## config.mk

```make
export PLATFORM = sky130hd
export DESIGN_NAME = disp_sched
export DESIGN_NICKNAME = d
export VERILOG_FILES = /design/src/rtl/disp_pkg.sv /design/src/rtl/rr_pick.sv /design/src/rtl/disp_sched.sv
export SDC_FILE = /design/constraint.sdc
export NUM_CORES = 1
export LEC_CHECK = 0
export BUFFER_PORTS_ARGS = -buffer_cell sky130_fd_sc_hd__clkbuf_2
export CAP_MARGIN = 20
export CELL_PAD_IN_SITES_DETAIL_PLACEMENT = 0
export CELL_PAD_IN_SITES_GLOBAL_PLACEMENT = 2
export CORE_ASPECT_RATIO = 1.25
export CORE_UTILIZATION = 33
export DETAILED_ROUTE_END_ITERATION = 16
export PLACE_DENSITY_LB_ADDON = 0.1
export SLEW_MARGIN = 20
export SYNTH_ARGS = -nofsm -noshare
export SYNTH_HDL_FRONTEND = slang
export SYNTH_SLANG_ARGS = --single-unit
```

## constraint.sdc

```tcl
create_clock -name clk -period 3.1 [get_ports clk]
set_input_delay 0.155 -clock clk [delete_from_list [all_inputs] [get_ports clk]]
set_output_delay 0.155 -clock clk [all_outputs]
set_load 0.02 [all_outputs]
```

## src/rtl/disp_pkg.sv

```systemverilog
`default_nettype none
// +----------------------------------------------------------------------+
// | disp_pkg : shared types and constants for the display scheduler      |
// | Rev 1.0                                                              |
// +----------------------------------------------------------------------+
package disp_pkg;

  localparam int IDX_W  = 2;
  localparam int SRC_N  = 4;
  localparam int WORD_W = 32;

  localparam logic [31:0] DWELL_DEF = 32'd50_000_000;

  typedef enum logic [1:0] {
    IDLE   = 2'd0,
    SWITCH = 2'd1,
    SHOW   = 2'd2
  } state_t;

endpackage
`default_nettype wire

```

## src/rtl/rr_pick.sv

```systemverilog
`default_nettype none
// +----------------------------------------------------------------------+
// | rr_pick : first valid source searching upward (mod 4) from last+1     |
// | Rev 1.0                                                              |
// +----------------------------------------------------------------------+
module rr_pick
  import disp_pkg::*;
(
  input  logic [SRC_N-1:0] valid,
  input  logic [IDX_W-1:0] last,
  output logic [IDX_W-1:0] next,
  output logic             found
);

  logic [IDX_W-1:0] w_idx;

  // The final probe wraps back to 'last' itself, so a lone valid source reselects itself.
  always_comb begin
    next  = '0;
    found = 1'b0;
    w_idx = '0;
    for (int k = 1; k <= SRC_N; k++) begin
      w_idx = last + IDX_W'(k);
      if (!found && valid[w_idx]) begin
        next  = w_idx;
        found = 1'b1;
      end
    end
  end

endmodule
`default_nettype wire

```

## src/rtl/disp_sched.sv

```systemverilog
`default_nettype none
// +----------------------------------------------------------------------+
// | disp_sched : auto-rotating / manual source scheduler for a 7-seg disp |
// | Rev 1.0                                                              |
// +----------------------------------------------------------------------+
module disp_sched
  import disp_pkg::*;
#(
  parameter logic [31:0] DWELL = DWELL_DEF
) (
  input  logic                      clk,
  input  logic                      rst,
  input  logic [SRC_N*WORD_W-1:0]   src_data,
  input  logic [SRC_N-1:0]          src_valid,
  input  logic                      mode,
  input  logic [IDX_W-1:0]          sel,
  input  logic                      freeze,
  output logic [WORD_W-1:0]         disp_x,
  output logic [IDX_W-1:0]          disp_src,
  output logic                      disp_valid,
  output logic                      sw_pulse
);

  localparam logic [31:0] c_DWELL_M1 = DWELL - 32'd1;

  state_t              r_state, w_state_nxt;
  logic [IDX_W-1:0]    r_disp_src;
  logic [WORD_W-1:0]   r_disp_x;
  logic [31:0]         r_cnt;
  logic                r_disp_valid, r_sw_pulse, r_mode;

  logic [IDX_W-1:0]    w_rr_next, w_pick;
  logic [WORD_W-1:0]   w_pick_word, w_cur_word;
  logic                w_rr_found, w_pick_ok, w_mode_chg, w_cur_ok, w_cnt_done;
  logic                w_take, w_show_upd, w_cnt_inc;

  rr_pick u_rr_pick (
    .valid (src_valid),
    .last  (r_disp_src),
    .next  (w_rr_next),
    .found (w_rr_found)
  );

  assign w_pick      = mode ? sel : w_rr_next;
  assign w_pick_ok   = mode ? src_valid[sel] : w_rr_found;
  assign w_pick_word = src_data[{w_pick, 5'd0} +: WORD_W];
  assign w_cur_word  = src_data[{r_disp_src, 5'd0} +: WORD_W];
  assign w_cur_ok    = src_valid[r_disp_src];
  assign w_mode_chg  = (mode != r_mode);
  assign w_cnt_done  = (r_cnt == c_DWELL_M1);

  always_ff @(posedge clk or negedge rst) begin
    if (!rst) r_state <= IDLE;
    else      r_state <= w_state_nxt;
  end

  always_comb begin
    w_state_nxt = r_state;
    w_take      = 1'b0;
    w_show_upd  = 1'b0;
    w_cnt_inc   = 1'b0;
    unique case (r_state)
      IDLE: begin
        if (w_pick_ok) w_state_nxt = SWITCH;
      end
      SWITCH: begin
        if (w_mode_chg) begin
          w_state_nxt = SWITCH;
        end else if (w_pick_ok) begin
          w_state_nxt = SHOW;
          w_take      = 1'b1;
        end else begin
          w_state_nxt = IDLE;
        end
      end
      SHOW: begin
        w_show_upd = !freeze;
        // Validity loss and mode change override freeze; dwell/sel changes do not.
        if (w_mode_chg || !w_cur_ok) begin
          w_state_nxt = SWITCH;
        end else if (!freeze) begin
          if (!mode) begin
            if (w_cnt_done) w_state_nxt = SWITCH;
            else            w_cnt_inc   = 1'b1;
          end else if (sel != r_disp_src) begin
            w_state_nxt = SWITCH;
          end
        end
      end
      default: w_state_nxt = IDLE;
    endcase
  end

  always_ff @(posedge clk or negedge rst) begin
    if (!rst) begin
      r_disp_src   <= IDX_W'(SRC_N - 1);
      r_disp_x     <= '0;
      r_disp_valid <= 1'b0;
      r_sw_pulse   <= 1'b0;
      r_cnt        <= '0;
      r_mode       <= 1'b0;
    end else begin
      r_mode     <= mode;
      r_sw_pulse <= w_take;
      if (w_take) begin
        r_disp_src   <= w_pick;
        r_disp_x     <= w_pick_word;
        r_disp_valid <= 1'b1;
      end else if (w_show_upd) begin
        r_disp_x <= w_cur_word;
      end else if (w_state_nxt == IDLE) begin
        r_disp_x     <= '0;
        r_disp_valid <= 1'b0;
      end
      if (r_state != SHOW) r_cnt <= '0;
      else if (w_cnt_inc)  r_cnt <= r_cnt + 32'd1;
    end
  end

  assign disp_x     = r_disp_x;
  assign disp_src   = r_disp_src;
  assign disp_valid = r_disp_valid;
  assign sw_pulse   = r_sw_pulse;

endmodule
`default_nettype wire

```

======== Yosys cells after proc, flatten, opt, wreduce, memory -nomap -nowiden ========
Index checks and enable logic that the tools add are counted.
storage, ports and cells
  flip-flop bits (word level) ............. 71
  output and inout port bits .............. 36
cells by class
  add/subtract/negate cells ............... 4
  order comparisons ....................... 5
  equal/unequal tests ..................... 7
  shift operators ......................... 2
  mux-type cells .......................... 46
  reductions and logical operators ........ 15
operators by type and width
  kind                     count
  $shiftx A128 B8 Y32      2
  $mux W32                 5
  $add A32 B1 Y32 const B  1
  $eq A32 B26 Y1 const B   1
  $mux W2                  13
  $mux W1                  22
  $lt A2 B3 Y1 const B     5
  $bmux W1 S2              5
  $pmux W2 S3              1
  $logic_not A1 Y1         5
  $add A2 B2 Y2 const B    2
  $logic_not A2 Y1         2
  $ne A2 B2 Y1 const B     2
  $reduce_bool A2 Y1       2
  $logic_and A1 B1 Y1      3
  $reduce_bool A3 Y1       1
  $add A2 B1 Y2 const B    1
  $eq A2 B1 Y1 const B     1
  $eq A2 B2 Y1 const B     1
  $ne A2 B2 Y1             1
  $reduce_and A2 Y1        1
  $logic_or A1 B1 Y1       1
  $ne A1 B1 Y1             1

======== Depth between registers and ports, before layout ========
Gate-level depths: netlist of run 1.
  depth after elaboration ................. 21
  gate-level depth with buffers ........... 9
  gate-level depth less buffers ........... 7

======== Cells and area by module ========
A second synthesis of run 1 with hierarchy kept.
second synthesis, totals
  cells, all modules ...................... 512
  area, all modules ....................... 5,392.7 um2
by module, submodules not included
  module      instances  cells an instance  area each (um2)  sequential area each (um2)
  disp_sched  1          498                5,301.3          1,779.2
  rr_pick     1          14                 91.3             0.0

======== Least setup slack after synthesis of run 1 ========
No wires, ideal clock.
  path type ............................... reg2reg
  start point ............................. reg r_disp_src[0], in the netlist disp_src[0]
  end point ............................... reg r_cnt[19]
  library setup time ...................... 0.132 ns
  arrival ................................. 2.084 ns
  setup slack ............................. 0.884 ns
  cell stages (with the launch flop) ...... 9
  path buffers ............................ 2
  period minus slack after synthesis ...... 2.216 ns
  cell sequence ........................... dfstp_2 -> buf_6 -> mux4_2 -> and2_2 -> o31a_1 -> buf_2 -> nand4_1 -> xor2_1 -> nor2_1
on the way
  longest elaborated chain between the ends .. 7
ends and longest elaborated chain
  what                                 RTL line           text
  start: declaration                   disp_sched.sv:27   logic [IDX_W-1:0] r_disp_src;
  start signal: assignment             disp_sched.sv:96   r_disp_src <= IDX_W'(SRC_N - 1);
  start signal: assignment             disp_sched.sv:106  r_disp_src <= w_pick;
  $bmux W1 S2                          disp_sched.sv:48   assign w_cur_ok = src_valid[r_disp_src];
  $mux W1 (implied by the code)        disp_sched.sv:48
  $logic_not A1 Y1                     disp_sched.sv:79   if (w_mode_chg || !w_cur_ok) begin
  $logic_or A1 B1 Y1                   disp_sched.sv:79
  $mux W1                              disp_sched.sv:79
  $mux W1                              disp_sched.sv:62   unique case (r_state)
  $reduce_bool A2 Y1 (no source line)  n/a
  end signal: assignment               disp_sched.sv:116  else if (w_cnt_inc) r_cnt <= r_cnt + 32'd1;
  end: declaration                     disp_sched.sv:29   logic [31:0] r_cnt;
No other way between the ends. The select of a mux whose other input is x is not followed.
A chain may end at the register's enable or synchronous reset.

======== Worst setup path in the final report of run 1 ========
  start point ............................. reg r_disp_src[1], in the netlist disp_src[1]
  end point ............................... reg r_disp_x[7], in the netlist disp_x[7]
on the way
  longest elaborated chain between the ends .. 19
  elaborated cells between the ends (all ways) .. 47
  classes of those cells .................. add/sub: 3; eq/ne: 1; shift: 2; mux: 31; reduce/logical: 10
ends and longest elaborated chain
  what                                                    RTL line           text
  branches (longest 19 deep; another with $add A2 B1 Y2)  n/a
  end signal: assignment                                  disp_sched.sv:107  r_disp_x <= w_pick_word;
  end signal: assignment                                  disp_sched.sv:110  r_disp_x <= w_cur_word;
  end: declaration                                        disp_sched.sv:28   logic [WORD_W-1:0] r_disp_x;
Parallel ways; which one is timed is not known. The select of a mux whose other input is x is not followed.

==> flow_results.org, run 1 <==
** GRT
- Number of antenna violations at the first check in global routing :: 2
- Entering global routing, the biggest net connects 72 pins.
- The first global-routing pass estimated 42810 um of wire.
- In the global route stage, overall resource usage came out at 24.61%.
- Number of global-route vias before repair :: 7711
- Summed over all layers, the global routing overflow is 0.

** Worst setup path
- On the worst path, the slowest cell contributes a delay of 0.78 ns.
- Critical Path End Type :: flop
- The slowest stage of the critical path is the dfstp_2 cell.
- Data on the critical path arrives at its endpoint at 2.84 ns.
- The endpoint identified for the worst register-to-register timing path is disp_x[7].
- Worst path buffer plus inverter count :: 0
- Crit path required time :: 3.30 ns
- Counting cells, the worst reg-to-reg path comes to 6.
- Worst reg2reg path startpoint :: disp_src[1]
- Slack of the worst reg-to-reg path :: 0.46 ns
- The critical path is of the reg -> reg type.
- The worst setup path is launched from a flop.
- CP Max Fanout :: 19
- Top delay family on crit path :: flip-flops
- Chain of cells forming the critical path :: mux2i_4 > and2_1 > o31ai_4 > nand2_2 > mux2i_1 > o2111ai_1

** Timing
- The worst path needs 2.638 ns of the cycle, external delays included.
- Setup total negative slack on the finished layout was measured at 0 ns.
- Unrepaired setup endpoints after global routing :: no
- Highest achievable clock rate :: 379.1 MHz
- The final number of hold-violating endpoints came to 0.
- Final-report max-slew violation count :: 0
- Worst slew margin :: 30.18%
- Final setup violation count :: 0
- Part of the cycle the worst path needs :: 85.10%
- The tightest hold path in the finished design has a slack of 0.1430 ns.
- Slew at the pin closest to its max-slew limit :: 1.043 ns
- Final clock skew :: 0.01220 ns

** Worst hold path
- Cell count of the worst hold path :: 3
- The startpoint identified for the worst hold timing path is src_data[8].
- The worst hold path terminates at disp_x[8].
- In this run the worst hold path is classified as in -> reg.

** Die
- The initial utilization of the core area, before any placement, comes to 33.57%.
- Die area :: 22440 um2
- Die outline height :: 167.2 um
- I/O pin cnt :: 174
- From left edge to right edge, the die measures 134.2 um.
- Number of core rows :: 60
- Std-Cell Core Area :: 21470 um2

** Finish
- Summing all flip-flop and latch instances after layout gives 1779 um2.
- The post-route netlist has 29.01% of its cells at a drive strength greater than 1.
- The library cell used most frequently in the layout, excluding fill and tap cells, is clkbuf_2.
- The net count of the finished layout is 1068.
- The library cells used most frequently in the layout, excluding fill and tap cells, are 170 x clkbuf_2, 69 x dfrtp_1, 60 x and3_1.
- Relative to the synthesized area, the layout overhead comes to 19.44%.
- Once layout is complete, the utilization of the core stands at 40.09%.
- Total area of multi-input combinational cells :: 5095 um2
- Number of filler cells placed in the layout :: 2194

** Yosys
- Counting flops and latches in the post-synthesis netlist gives 71.
- In the synthesized netlist the async set-or-reset flop fraction comes to 100.0%.
- Synth area leaders :: dfrtp_1 24%, mux4_2 11%, mux2i_1 7.6%
- Library cells used by synthesis :: 65
- Register area share after synthesis :: 24.69%
- Syn Std Cell Area :: 7207 um2
- Net count after synthesis :: 942
- Most instantiated flip-flop cell in the synthesis netlist :: dfrtp_1
- Synthesized area per cell :: 8.975 um2
- Count of yosys warnings during synthesis :: 0
- Synthesis handed over a netlist of 803 instances.
- Number of enable-type register cells in the synthesized netlist :: 0
- After synthesis, the largest area contributor takes up 23.96% of total cell area.
- The synthesized design spends more area on one cell type than any other, namely dfrtp_1.

** Route
- Average wire per cell in the routed design :: 22.37 um
- Number of remaining DRC errors :: 0
- The first routing iteration left 542 violations.
- For this block, the routed nets add up to 27230 um of wire.
- Routed vias/inst :: 6.153
- The detailed router placed 7488 vias in this run.
- Once detail routing completed, the nets flagged for antenna violations numbered 0.
- Pre-antenna DRT Iters :: 7

** Placement
- Input and output buffers added on the ports amount to 173.
- Routability-driven placement finished with a final weighted congestion of 0.8178.
- Detailed placement finished with a half-perimeter wire length of 17130 um.

** CTS
- TritonCTS built the clock tree.
- H-Tree Level Count :: 3
- Source-to-sink clock delay at the later pin of the worst-skew pair :: 0.36 ns
- Number of clock sinks :: 71
- The clock passes through at most 2 buffers.
- Hold-fix buffer count after cts :: 0
- Counting the buffers created by CTS gives 9.
- Clock input transition at the sequential cells of the worst setup and hold paths :: 0.06 ns
- CTS Root Cell :: clkbuf_16
- In this run, post-CTS repair resized a total of 0 instances.
- Setup fix buffers added after clock tree synthesis :: 0

** Job
- The tool flagged a number of max-cap violations equal to 0.

** Pwr
- Lkg Pwr :: 0.003783 uW
- Worst vdd ir :: 379.9 uV
- For this design the ratio of total power to cell area is 663.9 nW/um2.

** Run status
- Status :: finished clean
## area by class of cell
class | instances | area share [%]
sequential | 71 | 20.67
multi-input combinational | 646 | 59.19
clock inverter | 7 | 0.7122
timing repair buffer | 196 | 12.43
inverter | 5 | 0.2180
antenna | 4 | 0.1163
clock buffer | 9 | 2.616
tap | 279 | 4.055
## registers in the layout (all words and copies together) (netlist names)
name        flops
r_mode          1
disp_valid      1
r_state         2
r_cnt          32
sw_pulse        1
disp_src        2
disp_x         32
## routing by layer
metal  track usage, %  up-vias  routed length [um]
li1                 -     3441                   -
met1            30.59     3710               11540
met2            42.87      300               13670
met3            3.966       37                1584
met4            8.403        0                 440
met5                0        -                   0
## cells in the mapped netlist (24+ instances only)
cell,instances
mux4_2,34
nor2_1,42
nand2_1,42
and4_1,25
and3_1,60
nor2b_1,24
o31ai_1,24
a221oi_1,24
mux2i_1,55
dfrtp_1,69
a21oi_1,58
nand3_1,33
clkbuf_1,49
## tightest hold or removal path: cells and delay by family
| family | cells | cell delay (ns) |
|---|---|---|
| AO/OA/AOI/OAI | 1 | 0.16 |
| buffers and inverters | 1 | 0.08 |
| multiplexers | 1 | 0.05 |
## where the power goes
group	leakage [uW]	internal, uW	switching [uW]
Clock	0.000135	558	486
Sequential	0.000931	1180	242
Combinational	0.00272	1340	1910
Total	0.00378	3080	2640
## worst max path at each step
| stage | start | to | cells after the start |
|---|---|---|---|
| 2_1_floorplan | disp_src[0] | r_cnt[19] | 8 |
| 3_3_place_gp | disp_src[1] | disp_x[17] | 6 |
| 3_5_place_dp | disp_src[1] | disp_x[24] | 6 |
| 4_1_cts | disp_src[1] | disp_x[20] | 6 |
| 5_1_grt | disp_src[1] | disp_x[2] | 6 |
| 6_report | disp_src[1] | disp_x[7] | 6 |
## logic make-up after synthesis
| family | synth area share (%) |
|---|---|
| adder cells (fa/ha/maj) | 0.1736 |
| flip-flops | 24.69 |
| AND/OR/NAND/NOR | 22.33 |
| buffers and inverters | 5.434 |
| multiplexers | 18.45 |
| AO/OA/AOI/OAI | 25.28 |
| XOR/XNOR | 3.646 |
## per-stage QoR
stage          power [uW]  std cells  setup slack [ns]  cell area [um2]
2_1_floorplan        3609        803            0.8837             7207
3_3_place_gp         4620       1195            0.4724             8265
3_5_place_dp         4673       1195            0.3997             8265
4_1_cts              5743       1211            0.3874             8552
5_1_grt              6058       1214            0.3036             8601
6_report             5715       1217            0.4619             8608
No activity file was read; power rests on OpenSTA's default activity.
==> inputs of run 2 (changes only) <==
Settings changed: CORE_MARGIN set to 8, CORE_UTILIZATION 33 to 34, CTS_BUF_LIST set to sky130_fd_sc_hd__clkbuf_4.
==> run 2 against run 1 <==
Cell count hardly changed; flip-flop and latch count did not move; global-route usage is 3.7 points lower; die area up 16%; critical path type unchanged; largest power group unchanged.
==> flow_results.org, run 2 (synthesized netlist as in run 1, its figures left out) <==
** Run status
- Status :: finished clean

** Placement
- Routability-driven placement finished with a final weighted congestion of 0.8013.
- After detailed placement, the design holds a cell count of 1195.
- Summed over all nets, the half-perimeter wirelength after detailed placement is 18480 um.
- Input and output buffers added on the ports amount to 173.
- Summing all placed instances gives a cell area of 8307 um2.

** Worst hold path
- The worst hold path passes through 3 cells.
- The path with the worst hold slack has its endpoint at disp_x[4].
- Hold_sp :: src_data[4]
- Worst hold-check path type :: in -> reg

** Die
- Std-Cell Core Area :: 20820 um2
- For this design the top-level I/O count stands at 174.
- After floorplanning, the core was divided into 59 placement rows.
- The initial utilization of the core area, before any placement, comes to 34.62%.
- The die is 178.8 um tall.
- The die covers 26140 um2.
- Measured along the x axis, the die boundary spans 146.2 um.

** GRT
- The global routing stage identified its most utilized layer as met2.
- Number of antenna violations at the first check in global routing :: 1
- GR Layer Usage met3 :: 3.333%
- Global routing consumed, on the met2 layer, 37.38% of the routing resources.
- Number of global-route vias before repair :: 7888
- Met1 Resource Use GR :: 25.15%
- Summed over all layers, the global routing overflow is 0.
- Entering global routing, the biggest net connects 72 pins.
- The first global-routing pass estimated 43640 um of wire.
- Global routing consumed, over all layers together, 20.87% of the routing resources.

** CTS
- No sink is reached through more buffers than the 2 on the longest clock path.
- The root buffer cell chosen for the clock tree is clkbuf_4.
- Clock tree synthesis inserted a total of 9 buffers.
- Source-to-sink clock delay at the later pin of the worst-skew pair :: 0.47 ns
- Clock input transition at the sequential cells of the worst setup and hold paths :: 0.15 ns
- In this run the number of H-tree levels came out at 3.
- TritonCTS built the clock tree.
- The number of gates resized after CTS was 0.
- CTS saw 71 sinks.

** Timing
- Highest achievable clock rate :: 368.1 MHz
- Worst slew margin :: 37.21%
- Setup repair after global routing left no endpoint under its margin.
- Part of the cycle the worst path needs :: 87.64%
- After layout, the minimum clock period comes to 2.717 ns.
- Final-report max-slew violation count :: 0
- Final clock skew :: 0.02797 ns
- The final number of hold-violating endpoints was 0.
- Slew at the pin closest to its max-slew limit :: 0.9418 ns
- Sum of negative setup slack :: 0 ns
- Final setup violation count :: 0

** Route
- After detailed routing, the average wire length per cell comes to 23.01 um.
- After detailed routing, the total wire length is 27980 um.
- Number of remaining DRC errors :: 0
- Across all layers, the routed design uses 7518 vias.
- Routed vias/inst :: 6.183
- Number of DRC markers in iteration 0 :: 517
- ANT nets after route :: 0
- For this run, the detailed router's first-pass iteration total came to 5.

** Worst setup path
- Number of cell instances on the worst register-to-register path :: 8
- Walking the worst path, the cells encountered are nand2b_1 > or2_1 > buf_4 > nand2_1 > buf_4 > a311oi_1 > a2bb2oi_1 > a31oi_1.
- The critical path runs through a total of 8 cells.
- End of the worst register-to-register path :: disp_x[28]
- For the worst setup path, the data required time is 3.46 ns.
- Slack of the worst reg-to-reg path :: 0.38 ns
- On the critical path the largest part of the delay comes from flip-flops.
- Counting both buffers and inverters, the worst setup path holds a total of 2.
- For this run, the slowest stage of the critical path takes 0.80 ns.
- The startpoint identified for the worst register-to-register timing path is disp_src[0].
- Critical Path Start Type :: flop
- Critical Path End Type :: flop
- Critical path arrival :: 3.08 ns
- Counting stages on the worst path, the most repeated cell is buf_4.
- On the critical path, the stage with the largest delay is an instance of dfstp_2.
- WS Path Type :: reg -> reg
- CP Max Fanout :: 24

** Finish
- Cells with a size suffix above 1 make up 29.44% of the layout.
- Measured on the finished design, the core utilization comes to 41.18%.
- Finished Layout Cells :: 1216
- Most common cell after layout, fill and taps aside :: clkbuf_2
- Net count reported at finish :: 1075
- In the layout the commonest cells are 170 x clkbuf_2, 69 x dfrtp_1, 60 x and3_1.
- P&R area growth vs syn :: 18.94%
- Number of filler cells placed in the layout :: 2113
- Fin area :: 8572 um2

** Pwr
- Summed over all cells, the static leakage comes to 0.003786 uW.
- In this run the power density over the cells is 641.7 nW/um2.
- VDD sags by at most 326.6 uV.

** Job
- Max_cap viols :: 0
run 2: cell count changes in the layout (fill, tap and decap cells not counted), moves of 2 or more:
cell / delta
clkbuf_16: -9
inv_6: -2
clkbuf_4: +9
buf_4: +5
diode_2: -3
bufinv_16: +3
run 2: power breakdown:
| group | internal [uW] | switching (uW) |
|---|---|---|
| Combinational | 1360 | 1890 |
| Clock | 409 | 409 |
| Sequential | 1180 | 249 |
run 2: worst max path at each step:
stage	start	end	slack [ns]
2_1_floorplan	disp_src[0]	r_cnt[19]	0.88
3_5_place_dp	disp_src[0]	disp_x[0]	0.39
5_1_grt	disp_src[0]	disp_x[28]	0.24
4_1_cts	disp_src[0]	disp_x[0]	0.39
6_report	disp_src[0]	disp_x[28]	0.38
3_3_place_gp	disp_src[0]	disp_x[13]	0.43
run 2: final cells by class:
type / count / area, um2 / share of cell area [%]
Multi-Input combinational cell: 646 / 5087 / 59.35
Antenna cell: 1 / 2.502 / 0.02919
Timing Repair Buffer: 203 / 1155 / 13.47
Tap cell: 274 / 342.8 / 3.999
Clock inverter: 7 / 118.9 / 1.387
Clock buffer: 9 / 67.56 / 0.7882
Sequential cell: 71 / 1779 / 20.76
Inverter: 5 / 18.77 / 0.2189
run 2: metal layers:
layer	wire, um	vias to the layer above
met3	1534	31
li1	-	3442
met1	12010	3783
met2	13980	262
met4	450	0
met5	0	-
run 2: timing repair:
item,in CTS,in global routing
endpoints found under the hold margin,69,0
hold buffers,1,0
setup buffers,0,0
run 2: stage by stage:
step           total power [uW]  worst slack, ns  hold WS [ns]
2_1_floorplan              3609           0.8837       -0.1406
3_3_place_gp               4633           0.4328        0.3850
3_5_place_dp               4680           0.3882        0.3879
4_1_cts                    5506           0.3887       0.01166
5_1_grt                    5836           0.2416       0.03523
6_report                   5501           0.3831       0.02821
run 2: worst reg2reg max path, cell delays in order, from the launching register on:
cell and delay (ns):
dfstp_2 0.80, nand2b_1 0.21, or2_1 0.17, buf_4 0.34, nand2_1 0.12, buf_4 0.27, a311oi_1 0.42, a2bb2oi_1 0.20
a31oi_1 0.10
